## config.mk

```make
export PLATFORM = sky130hd
export DESIGN_NAME = alu_seq
export DESIGN_NICKNAME = d
export VERILOG_FILES = /design/src/rtl/alu_seq_pkg.sv /design/src/rtl/alu_seq_mul.sv /design/src/rtl/alu_seq.sv
export SDC_FILE = /design/constraint.sdc
export NUM_CORES = 1
export LEC_CHECK = 0
export BUFFER_PORTS_ARGS = -buffer_cell sky130_fd_sc_hd__buf_2
export CAP_MARGIN = 20
export CELL_PAD_IN_SITES_DETAIL_PLACEMENT = 0
export CELL_PAD_IN_SITES_GLOBAL_PLACEMENT = 2
export CORE_MARGIN = 5
export CORE_UTILIZATION = 34
export DETAILED_ROUTE_END_ITERATION = 8
export GPL_TIMING_DRIVEN = 0
export MAX_ROUTING_LAYER = met4
export PLACE_DENSITY = 0.84
export SYNTH_ARGS = -nofsm -noshare
export SYNTH_HDL_FRONTEND = slang
export SYNTH_SLANG_ARGS = --single-unit
```

## constraint.sdc

```tcl
create_clock -name clk -period 3.9 [get_ports clk]
set_input_delay 0.195 -clock clk [delete_from_list [all_inputs] [get_ports clk]]
set_output_delay 0.195 -clock clk [all_outputs]
set_load 0.02 [all_outputs]
```

## src/rtl/alu_seq_pkg.sv

```systemverilog
// Shared types and flag bit positions for the alu_seq block.
// Optional multi-cycle multiply is enabled by defining ALU_SEQ_MUL_EN.
package alu_seq_pkg;

    typedef enum logic [2:0] {
        OP_SUB = 3'b000,
        OP_ADD = 3'b001,
        OP_OR  = 3'b010,
        OP_AND = 3'b011,
        OP_XOR = 3'b100,
        OP_ADC = 3'b101,
        OP_SBC = 3'b110,
        OP_MUL = 3'b111
    } op_e;

    typedef enum logic {
        IDLE = 1'b0,
        BUSY = 1'b1
    } state_e;

    localparam int FLAG_N = 4;
    localparam int FLAG_Z = 3;
    localparam int FLAG_C = 2;
    localparam int FLAG_V = 1;
    localparam int FLAG_P = 0;

endpackage

```

## src/rtl/alu_seq_mul.sv

```systemverilog
// Sequential shift-add multiplier: one multiplier bit per cycle, M cycles.
// Compiled and instantiated only when ALU_SEQ_MUL_EN is defined.
module alu_seq_mul #(
    parameter int M = 16
) (
    input  logic             clk,
    input  logic             reset,
    input  logic             start_i,
    input  logic [M-1:0]     a_i,
    input  logic [M-1:0]     b_i,
    output logic             done_o,
    output logic [2*M-1:0]   product_o
);

    localparam int CW = $clog2(M) + 1;

    logic [2*M-1:0] mcand_q, mcand_d;
    logic [2*M-1:0] acc_q,   acc_d;
    logic [M-1:0]   mplier_q, mplier_d;
    logic [CW-1:0]  cnt_q,   cnt_d;
    logic           busy_q,  busy_d;
    logic [2*M-1:0] acc_sum;

    // Product is exposed combinationally so the last partial sum lands in the same edge as completion.
    assign acc_sum   = acc_q + (mplier_q[0] ? mcand_q : '0);
    assign done_o    = busy_q && (cnt_q == CW'(M - 1));
    assign product_o = acc_sum;

    always_comb begin
        mcand_d  = mcand_q;
        acc_d    = acc_q;
        mplier_d = mplier_q;
        cnt_d    = cnt_q;
        busy_d   = busy_q;
        if (start_i && !busy_q) begin
            mcand_d  = {{M{1'b0}}, a_i};
            mplier_d = b_i;
            acc_d    = '0;
            cnt_d    = '0;
            busy_d   = 1'b1;
        end else if (busy_q) begin
            acc_d    = acc_sum;
            mcand_d  = mcand_q << 1;
            mplier_d = mplier_q >> 1;
            cnt_d    = cnt_q + CW'(1);
            if (done_o) begin
                busy_d = 1'b0;
            end
        end
    end

    always_ff @(posedge clk or posedge reset) begin
        if (reset) begin
            mcand_q  <= '0;
            acc_q    <= '0;
            mplier_q <= '0;
            cnt_q    <= '0;
            busy_q   <= 1'b0;
        end else begin
            mcand_q  <= mcand_d;
            acc_q    <= acc_d;
            mplier_q <= mplier_d;
            cnt_q    <= cnt_d;
            busy_q   <= busy_d;
        end
    end

endmodule

```

## src/rtl/alu_seq.sv

```systemverilog
// Registered, handshaked 8-op ALU with persistent {N,Z,C,V,P} flags for carry chaining.
// Define ALU_SEQ_MUL_EN to make opcode 111 an M-cycle multiply; otherwise it passes A through.
module alu_seq
    import alu_seq_pkg::*;
#(
    parameter int M = 16
) (
    input  logic          clk,
    input  logic          reset,
    input  logic          in_valid,
    output logic          in_ready,
    input  logic [M-1:0]  A,
    input  logic [M-1:0]  B,
    input  logic [2:0]    OpCode,
    output logic          out_valid,
    output logic [M-1:0]  Result,
    output logic [4:0]    Flags
);

    logic [M-1:0] result_q, result_d;
    logic [4:0]   flags_q,  flags_d;
    logic         out_valid_q, out_valid_d;
    logic [M:0]   arith;
    logic         v_bit;
    logic         cq;
    logic         accept;
    op_e          op;

    function automatic logic [4:0] mk_flags(input logic [M-1:0] r, input logic c, input logic v);
        logic [4:0] f;
        f         = '0;
        f[FLAG_N] = r[M-1];
        f[FLAG_Z] = (r == '0);
        f[FLAG_C] = c;
        f[FLAG_V] = v;
        f[FLAG_P] = ^r;
        return f;
    endfunction

    assign op        = op_e'(OpCode);
    assign cq        = flags_q[FLAG_C];
    assign accept    = in_valid && in_ready;
    assign out_valid = out_valid_q;
    assign Result    = result_q;
    assign Flags     = flags_q;

    always_comb begin
        arith = '0;
        v_bit = 1'b0;
        unique case (op)
            OP_SUB: arith = {1'b0, A} - {1'b0, B};
            OP_ADD: arith = {1'b0, A} + {1'b0, B};
            OP_OR:  arith = {1'b0, A | B};
            OP_AND: arith = {1'b0, A & B};
            OP_XOR: arith = {1'b0, A ^ B};
            OP_ADC: arith = {1'b0, A} + {1'b0, B} + {{M{1'b0}}, cq};
            OP_SBC: arith = {1'b0, A} - {1'b0, B} - {{M{1'b0}}, cq};
            default: arith = {1'b0, A};
        endcase
        if (op == OP_ADD || op == OP_ADC) begin
            v_bit = (~A[M-1] & ~B[M-1] & arith[M-1]) | (A[M-1] & B[M-1] & ~arith[M-1]);
        end else if (op == OP_SUB || op == OP_SBC) begin
            v_bit = (~A[M-1] & B[M-1] & arith[M-1]) | (A[M-1] & ~B[M-1] & ~arith[M-1]);
        end
    end

`ifdef ALU_SEQ_MUL_EN
    state_e           state_q, state_d;
    logic             mul_start;
    logic             mul_done;
    logic [2*M-1:0]   mul_product;

    assign in_ready = (state_q == IDLE);

    alu_seq_mul #(.M(M)) u_mul (
        .clk       (clk),
        .reset     (reset),
        .start_i   (mul_start),
        .a_i       (A),
        .b_i       (B),
        .done_o    (mul_done),
        .product_o (mul_product)
    );

    always_comb begin
        state_d     = state_q;
        result_d    = result_q;
        flags_d     = flags_q;
        out_valid_d = 1'b0;
        mul_start   = 1'b0;
        unique case (state_q)
            IDLE: begin
                if (accept && op == OP_MUL) begin
                    mul_start = 1'b1;
                    state_d   = BUSY;
                end else if (accept) begin
                    result_d    = arith[M-1:0];
                    flags_d     = mk_flags(arith[M-1:0], arith[M], v_bit);
                    out_valid_d = 1'b1;
                end
            end
            BUSY: begin
                if (mul_done) begin
                    result_d    = mul_product[M-1:0];
                    flags_d     = mk_flags(mul_product[M-1:0], |mul_product[2*M-1:M], 1'b0);
                    out_valid_d = 1'b1;
                    state_d     = IDLE;
                end
            end
            default: state_d = IDLE;
        endcase
    end

    always_ff @(posedge clk or posedge reset) begin
        if (reset) begin
            state_q <= IDLE;
        end else begin
            state_q <= state_d;
        end
    end
`else
    assign in_ready = 1'b1;

    // Opcode 111 falls through the ALU default arm: pass A, C=V=0.
    always_comb begin
        result_d    = result_q;
        flags_d     = flags_q;
        out_valid_d = 1'b0;
        if (accept) begin
            result_d    = arith[M-1:0];
            flags_d     = mk_flags(arith[M-1:0], arith[M], v_bit);
            out_valid_d = 1'b1;
        end
    end
`endif

    always_ff @(posedge clk or posedge reset) begin
        if (reset) begin
            result_q    <= '0;
            flags_q     <= '0;
            out_valid_q <= 1'b0;
        end else begin
            result_q    <= result_d;
            flags_q     <= flags_d;
            out_valid_q <= out_valid_d;
        end
    end

endmodule
```

==> results of run 1 <==
worst min path at each step:
stage | start | to | slack [ns] | cells after the start
global placement | in_valid | out_valid | 0.32 | 1
global route | in_valid | out_valid | 0.06 | 1
floorplan | reset | Flags[0] | 0.17 | 1
detailed placement | in_valid | out_valid | 0.32 | 1
finish | in_valid | out_valid | 0.06 | 1
CTS | in_valid | out_valid | 0.06 | 1
cell families (layout without fill, tap and decap cells):
family          Yosys count  after routing  synth area share [%]
other cells               1              1                0.0772
xor+xnor                 54             54                  10.0
mux                      15             15                  3.99
flops                    21             21                  10.8
compound gates          199            199                  27.6
simple gates            226            226                  22.7
buf+inv                  97            200                  7.91
fa+ha+maj                64             64                  16.8
routing by layer:
metal,vias to the layer above,GRT usage (%)
met5,-,-
li1,2623,-
met2,174,36.2
met1,2565,29.2
met4,0,3.91
met3,34,1.07
cell usage in the layout, fill, tap and decap left out, types with 5 or more instances in the layout:
master / Yosys / final
nor2_1: 65 / 61
inv_1: 59 / 56
nor2b_1: 9 / 9
xnor2_1: 38 / 27
nand2b_1: 6 / 6
dfrtp_1: 21 / 21
o21ai_0: 49 / 43
buf_2: 4 / 55
mux2i_1: 10 / 10
clkbuf_1: 25 / 21
xnor2_2: 2 / 9
a222oi_1: 7 / 7
and2_1: 5 / 5
nand4_1: 7 / 7
ha_4: 0 / 8
and3_1: 6 / 5
a21oi_1: 52 / 46
nand2_1: 56 / 55
nor4_1: 9 / 5
ha_1: 62 / 53
a21oi_2: 0 / 5
xor2_1: 14 / 12
a21o_1: 18 / 16
nor3_1: 16 / 14
nand3_1: 20 / 18
o21ai_1: 2 / 5
buf_4: 4 / 48
through the flow:
| stage | area [µm²] | std cells | hold slack [ns] | setup TNS (ns) | setup WS (ns) |
|---|---|---|---|---|---|
| after global routing | 6420 | 960 | 0.0643 | -0.229 | -0.136 |
| final | 6420 | 960 | 0.0628 | -0.0258 | -0.0258 |
| after CTS | 6070 | 948 | 0.0620 | -0.0380 | -0.0346 |
| after global placement | 5380 | 915 | 0.317 | -1.64 | -0.792 |
| after floorplan | 4860 | 677 | 0.172 | 0 | 0.00536 |
| after detailed placement | 5390 | 916 | 0.319 | -1.93 | -0.854 |
power by group through the flow:
stage / Clock [mW] / Combinational, mW / Sequential, mW
2_1_floorplan: 0 / 0.708 / 0.331
5_1_grt: 0.222 / 1.43 / 0.285
4_1_cts: 0.214 / 1.20 / 0.280
3_3_place_gp: 0 / 1.03 / 0.281
3_5_place_dp: 0 / 1.04 / 0.284
6_report: 0.210 / 1.33 / 0.281
state kept, by name, indices dropped and copies added (netlist names):
name       cells
Flags          4
out_valid      1
Result        16
area by class of cell:
class                   instances  area, µm²
plain buffers                  35        175
clock buffers                   4       78.8
fillers                      1403       7510
inverters                      61        229
multi-input cells             559       4560
flip-flops and latches         21        526
well taps                     180        225
repair buffers                100        629
worst max-delay path: cells and delay by family:
kind	cells	cell delay [ns]
xor+xnor	3	0.48
fa+ha+maj	2	0.57
buf+inv	4	0.43
compound gates	8	2.37
repair_timing:
| action | 4_1_cts | 5_1_grt |
|---|---|---|
| pin swaps | 36 | 39 |
| setup buffers | 29 | 12 |
| resized for setup | 68 | 55 |
| setup endpoints to repair | 2 | 3 |
==> impl_results.md, run 1 <==
* Outcome: complete, but fails checks
* Failing checks: setup timing
* Critical path endpoint category: flip-flop
* Clk slew on worst S/H paths at approximately 0.05 ns
* Drt initial violations at between 400 and 500
* Switching Share at 46.8%
* Vias post-DR at 5396
* Most frequent cells after synthesis: nor2_1 (65), ha_1 (62), inv_1 (59)
* Critical path class: primary input to flip-flop
* DP HPWL at 14500 µm
* Post-route setup slack at -0.0258 ns
* CTS tree: built
* Via density at 5.62
* Routed length on met3 at 961 µm
* Max stage delay on crit path at 0.47 ns
* CTS sink cnt at 21
* Final setup vio count at 1
* Max_slew headroom at 45.8%
* Clock root buffer: clkbuf_16
* GRT Total Usage at around 22%
* Yosys synthesis warning count at 0
* RSZ-0062 raised after global routing: true
* FF-to-FF Start: Flags[2]
* Post-synth ARST share at 100%
* Met1 Wirelength at 8650 µm
* CTS H-tree depth at 1
* R2R cell count at 14
* DR pass1 iterations at 5
* RePlAce Congestion at 0.911
* Share of layout cells above drive strength 1 at 27.1%
* Most used DFF post-synth: dfrtp_1
* Die width at 130 µm
* CP Cell Sequence: buf_4 -> inv_1 -> ha_4 -> buf_6 -> inv_1 -> a211o_1 -> o21ai_0 -> a21oi_1 -> a211o_1 -> a222oi_1 -> o221ai_1 -> a22oi_2 -> ha_1 -> xnor2_1 -> xnor2_1 -> xnor2_1 -> a21oi_1
* FF-to-FF End: Flags[0]
* Hold-fix buffers, CTS at 0
* Final nets at 883
* GR Overflow Total at 0
* Top-count cell post-synth: nor2_1
* Final wirelength at 18700 µm
* Power, Total at 1.82 mW
* CP dominant cell by count: xnor2_1
* Startpoint Class: primary input
* Max-slew violations at 0
* Final hold violation count at 0
* Worst setup path startpoint: A[4]
* Slowest stage cell, crit path: a222oi_1
* First-pass GRT wire length at 27900 µm
* FP Rows at 43
* Yosys top cell by area: ha_1
* Die Span Y at 130 µm
* Synthesized cell area at 0.00486 mm²
* Boundary Pins at 61
* Post-synth EDFFs at 0
* CP endpoint: Flags[0]
* Area Overhead vs Synth at 32.2%
* Core Region at 0.0139 mm²
* Distinct cells, synth at 74
* Setup Skew at 0.00103 ns
* Largest net degree at the start of global routing at 22
* Max Used Layer: met4
* FF-to-FF setup slack at about 0.34 ns
* Top cell type's share of synthesized area at 16.0%
* # DRC at 0
* Skew-Pair Late Insertion Delay at 0.25 ns
* Power Dens Cells at around 280 mW/mm²
* Clock power share at 11.5%
* Leakage power at 2.85 nW
* Mapped Cells at slightly below 700
* WL/cell at approximately 20 µm
* FMAX at roughly 0.25 GHz
* Post-layout util at 46.1%
* Combinational share of power at 73.1%
* Initial Utilization at 34.9%
* Yosys reg bits at 21
* Min-delay worst type: primary input to flip-flop
* Seq pwr share at between 10% and 20%
* Final Cycle Share at 101%
* Antenna Cells at 0
* Worst-margin pin slew at about 0.8 ns
* Port bufs at 58
* Mean Syn Cell Area at 7.17 µm²
* CTS max path bufs at 2
* Num CTS Buffers at 3
* Routed Antenna Nets at 0
* Initial antenna violation count at 0
* Vias in the first global route at ~5100
* CP max FO at 10
* Met2 routed WL at approximately 8700 µm
* Worst EP arrival at 4.05 ns
* VDD IR max at 0.000178 V
* Full die area at 0.0168 mm²
* Max-cap violations at 0
* Internal at approximately 0.97 mW
* Switching Power at 0.853 mW
* Worst path required time at 4.02 ns
* Sequential share of the synthesized area at 10.8%
* Min Tclk post-route at between 3 and 4 ns
* Top post-synthesis cells by area: ha_1 (16%), dfrtp_1 (11%), xnor2_1 (6.9%)
* Syn Nets at 779
Power figures use the tool's default switching activity.
==> inputs of run 2 (changes only) <==
- CORE_UTILIZATION: 34 -> 31
- PLACE_DENSITY: 0.84 -> 0.81
- clock period: 3.9 -> 3.4 ns (I/O delays scaled with it)
==> impl_results.md, run 2 (synthesized netlist as in run 1, its figures left out) <==
* Pre-CTS WS at -1.25 ns (was -0.854 ns)
* Clock root buffer: clkbuf_16 (unchanged)
* VDD IR max at 0.000221 V (was 0.000178 V)
* Min-delay worst type: primary input to flip-flop (unchanged)
* Worst EP arrival at 3.91 ns (was 4.05 ns)
* Flip-flop count of the largest register after layout at 16 (unchanged)
* Combinational share of power at 73.4% (was 73.1%)
* Min Tclk post-route at 3.79 ns
* CTS H-tree depth at 1 (unchanged)
* Initial Utilization at 31.8% (was 34.9%)
* CTS sink cnt at 21 (unchanged)
* Boundary Pins at 61 (unchanged)
* Power Dens Cells at 319 mW/mm² (was 284 mW/mm²)
* Final Cell Area at 0.00664 mm² (was 0.00642 mm²)
* Failing checks: setup timing (unchanged)
* Via density at 5.46 (was 5.62)
* First-pass GRT wire length at 29000 µm (was 27900 µm)
* Final setup vio count at 2 (was 1)
* RSZ-0062 raised after global routing: true (unchanged)
* Hold-fix buffers, CTS at 0 (unchanged)
* Area taken by multi-input logic gates at 0.00458 mm² (was 0.00456 mm²)
* # DRC at 0 (unchanged)
* Max-cap violations at 0 (unchanged)
* Fin Setup TNS at -0.526 ns (was -0.0258 ns)
* Switching Share at 46.3% (was 46.8%)
* Antenna Cells at 0 (unchanged)
* Full die area at 0.0183 mm² (was 0.0168 mm²)
* Max_slew headroom at 41.8% (was 45.8%)
* Final wirelength at 18600 µm (was 18700 µm)
* CTS tree: built (unchanged)
* Commonest non-fill, non-tap cell in the layout: buf_4 (was nor2_1)
* Final Cycle Share at 111%
* Die width at 135 µm (was 130 µm)
* Clock power share at 11.5% (about the same)
* Commonest cells after routing, fill and taps aside: buf_4 (65), nor2_1 (59), buf_2 (58) (was nor2_1 (61), inv_1 (56), nand2_1 (55), buf_2 (55), ha_1 (53))
* Post-Layout Cell Count at 1012 (was 960)
* Share of layout cells above drive strength 1 at 30.3% (was 27.1%)
* Switching Power at 0.980 mW (was 0.853 mW)
* Post-route setup slack at -0.391 ns (was -0.0258 ns)
* GRT Total Usage at 20.2% (was 21.6%)
* Area Overhead vs Synth at 36.8% (was 32.2%)
* Vias post-DR at 5530 (was 5396)
* Final nets at 904 (was 883)
* Largest net degree at the start of global routing at 22 (unchanged)
* Clk slew on worst S/H paths at 0.05 ns (about the same)
* Hold Slack at 0.0357 ns (was 0.0628 ns)
* Internal at 1.14 mW (was 0.969 mW)
* Die Span Y at 135 µm (was 130 µm)
* Initial antenna violation count at 0 (unchanged)
* Drt initial violations at 450 (was 445)
* Port bufs at 58 (unchanged)
* DR pass1 iterations at 7 (was 5)
* RePlAce Congestion at 0.957 (was 0.911)
* Routed Antenna Nets at 0 (unchanged)
* FP Rows at 45 (was 43)
* Core Region at 0.0153 mm² (was 0.0139 mm²)
* Leakage power at 2.95 nW (was 2.85 nW)
* Worst path required time at 3.52 ns (was 4.02 ns)
* GR Overflow Total at 0 (unchanged)
* Critical path class: primary input to flip-flop (unchanged)
* Max-slew violations at 0 (unchanged)
* Vias in the first global route at 5381 (was 5092)
* Placed insts at 947 (was 916)
* Critical path endpoint category: flip-flop (unchanged)
* Num CTS Buffers at 3 (unchanged)
* Skew-Pair Late Insertion Delay at 0.25 ns (about the same)
* WL/cell at 18.4 µm (was 19.4 µm)
* Final hold violation count at 0 (unchanged)
* Worst-margin pin slew at 0.873 ns (was 0.814 ns)
* CTS max path bufs at 2 (unchanged)
* Seq pwr share at 15.2% (was 15.4%)
* CP max FO at 3 (was 10)
* Seq. cell area at 526 µm² (unchanged)
* Outcome: complete, but fails checks (unchanged)
* FMAX at 0.264 GHz
* Startpoint Class: primary input (unchanged)
* Area after DPL at 0.00546 mm² (was 0.00539 mm²)
* Setup Skew at 0.000925 ns (was 0.00103 ns)
* DP HPWL at 14700 µm (was 14500 µm)
* FILL cells at 1560 (was 1403)
-- run 2: cell count changes in the layout (fill, tap and decap cells not counted), sizes merged --
| cell | delta |
|---|---|
| buf | +20 |
| clkbuf | +1 |
-- run 2: path summary, 6_finish.rpt --
check | start | endpoint | slack, ns | depth (start not counted)
min in group asynchronous | reset | Result[15] | 0.05 | 2
worst min-delay path | in_valid | out_valid | 0.04 | 1
max in group asynchronous | reset | Result[0] | 2.87 | 2
worst max-delay path | A[0] | Flags[0] | -0.39 | 18
worst min register to register | Result[13] | Result[13] | 0.51 | 2
worst max register to register | Flags[2] | Flags[0] | -0.11 | 22
-- run 2: per-layer routing --
metal  track usage (%)  up-vias  share of wire, %
met5                 -        -                 0
met4              4.14        0               2.3
met3              2.12       31               5.7
met2              34.2      192                47
met1              26.2     2642                45
li1                  -     2665                 -
-- run 2: layout make-up --
cell class | instances | area share [%]
timing repair buffer | 121 | 11.9
sequential | 21 | 7.91
tap | 211 | 3.97
multi-input combinational | 559 | 68.9
clock buffer | 4 | 1.19
inverter | 61 | 3.52
buffer | 35 | 2.60
-- run 2: metrics by stage --
stage / power (mW) / utilization (%)
floorplan: 1.20 / -
global placement: 1.51 / 35.8
detailed placement: 1.52 / 35.8
CTS: 1.98 / 41.1
global route: 2.27 / 43.5
finish: 2.12 / 43.5
-- run 2: critical path: stages --
cell	delay [ns]
buf_8	0.11
ha_4	0.15
fa_2	0.36
a21o_4	0.25
a221o_2	0.44
a2111oi_4	0.33
nor3_2	0.10
xnor2_2	0.20
inv_1	0.08
or4_1	0.51
a21oi_1	0.15
nor2_1	0.06
o21a_1	0.22
ha_4	0.28
xnor2_2	0.11
xnor2_1	0.15
xnor2_1	0.14
a21oi_1	0.08
-- run 2: what timing repair did --
item                                    CTS  global route
endpoints found under the setup margin   10             6
resized for setup                        76            52
pin swaps                                43            39
setup buffers                            45            18
-- run 2: power groups by stage --
stage          combinational, mW  clock (mW)  sequential (mW)
2_1_floorplan              0.818           0            0.380
3_3_place_gp                1.18           0            0.323
3_5_place_dp                1.20           0            0.327
4_1_cts                     1.41       0.248            0.323
5_1_grt                     1.69       0.256            0.328
6_report                    1.56       0.243            0.321
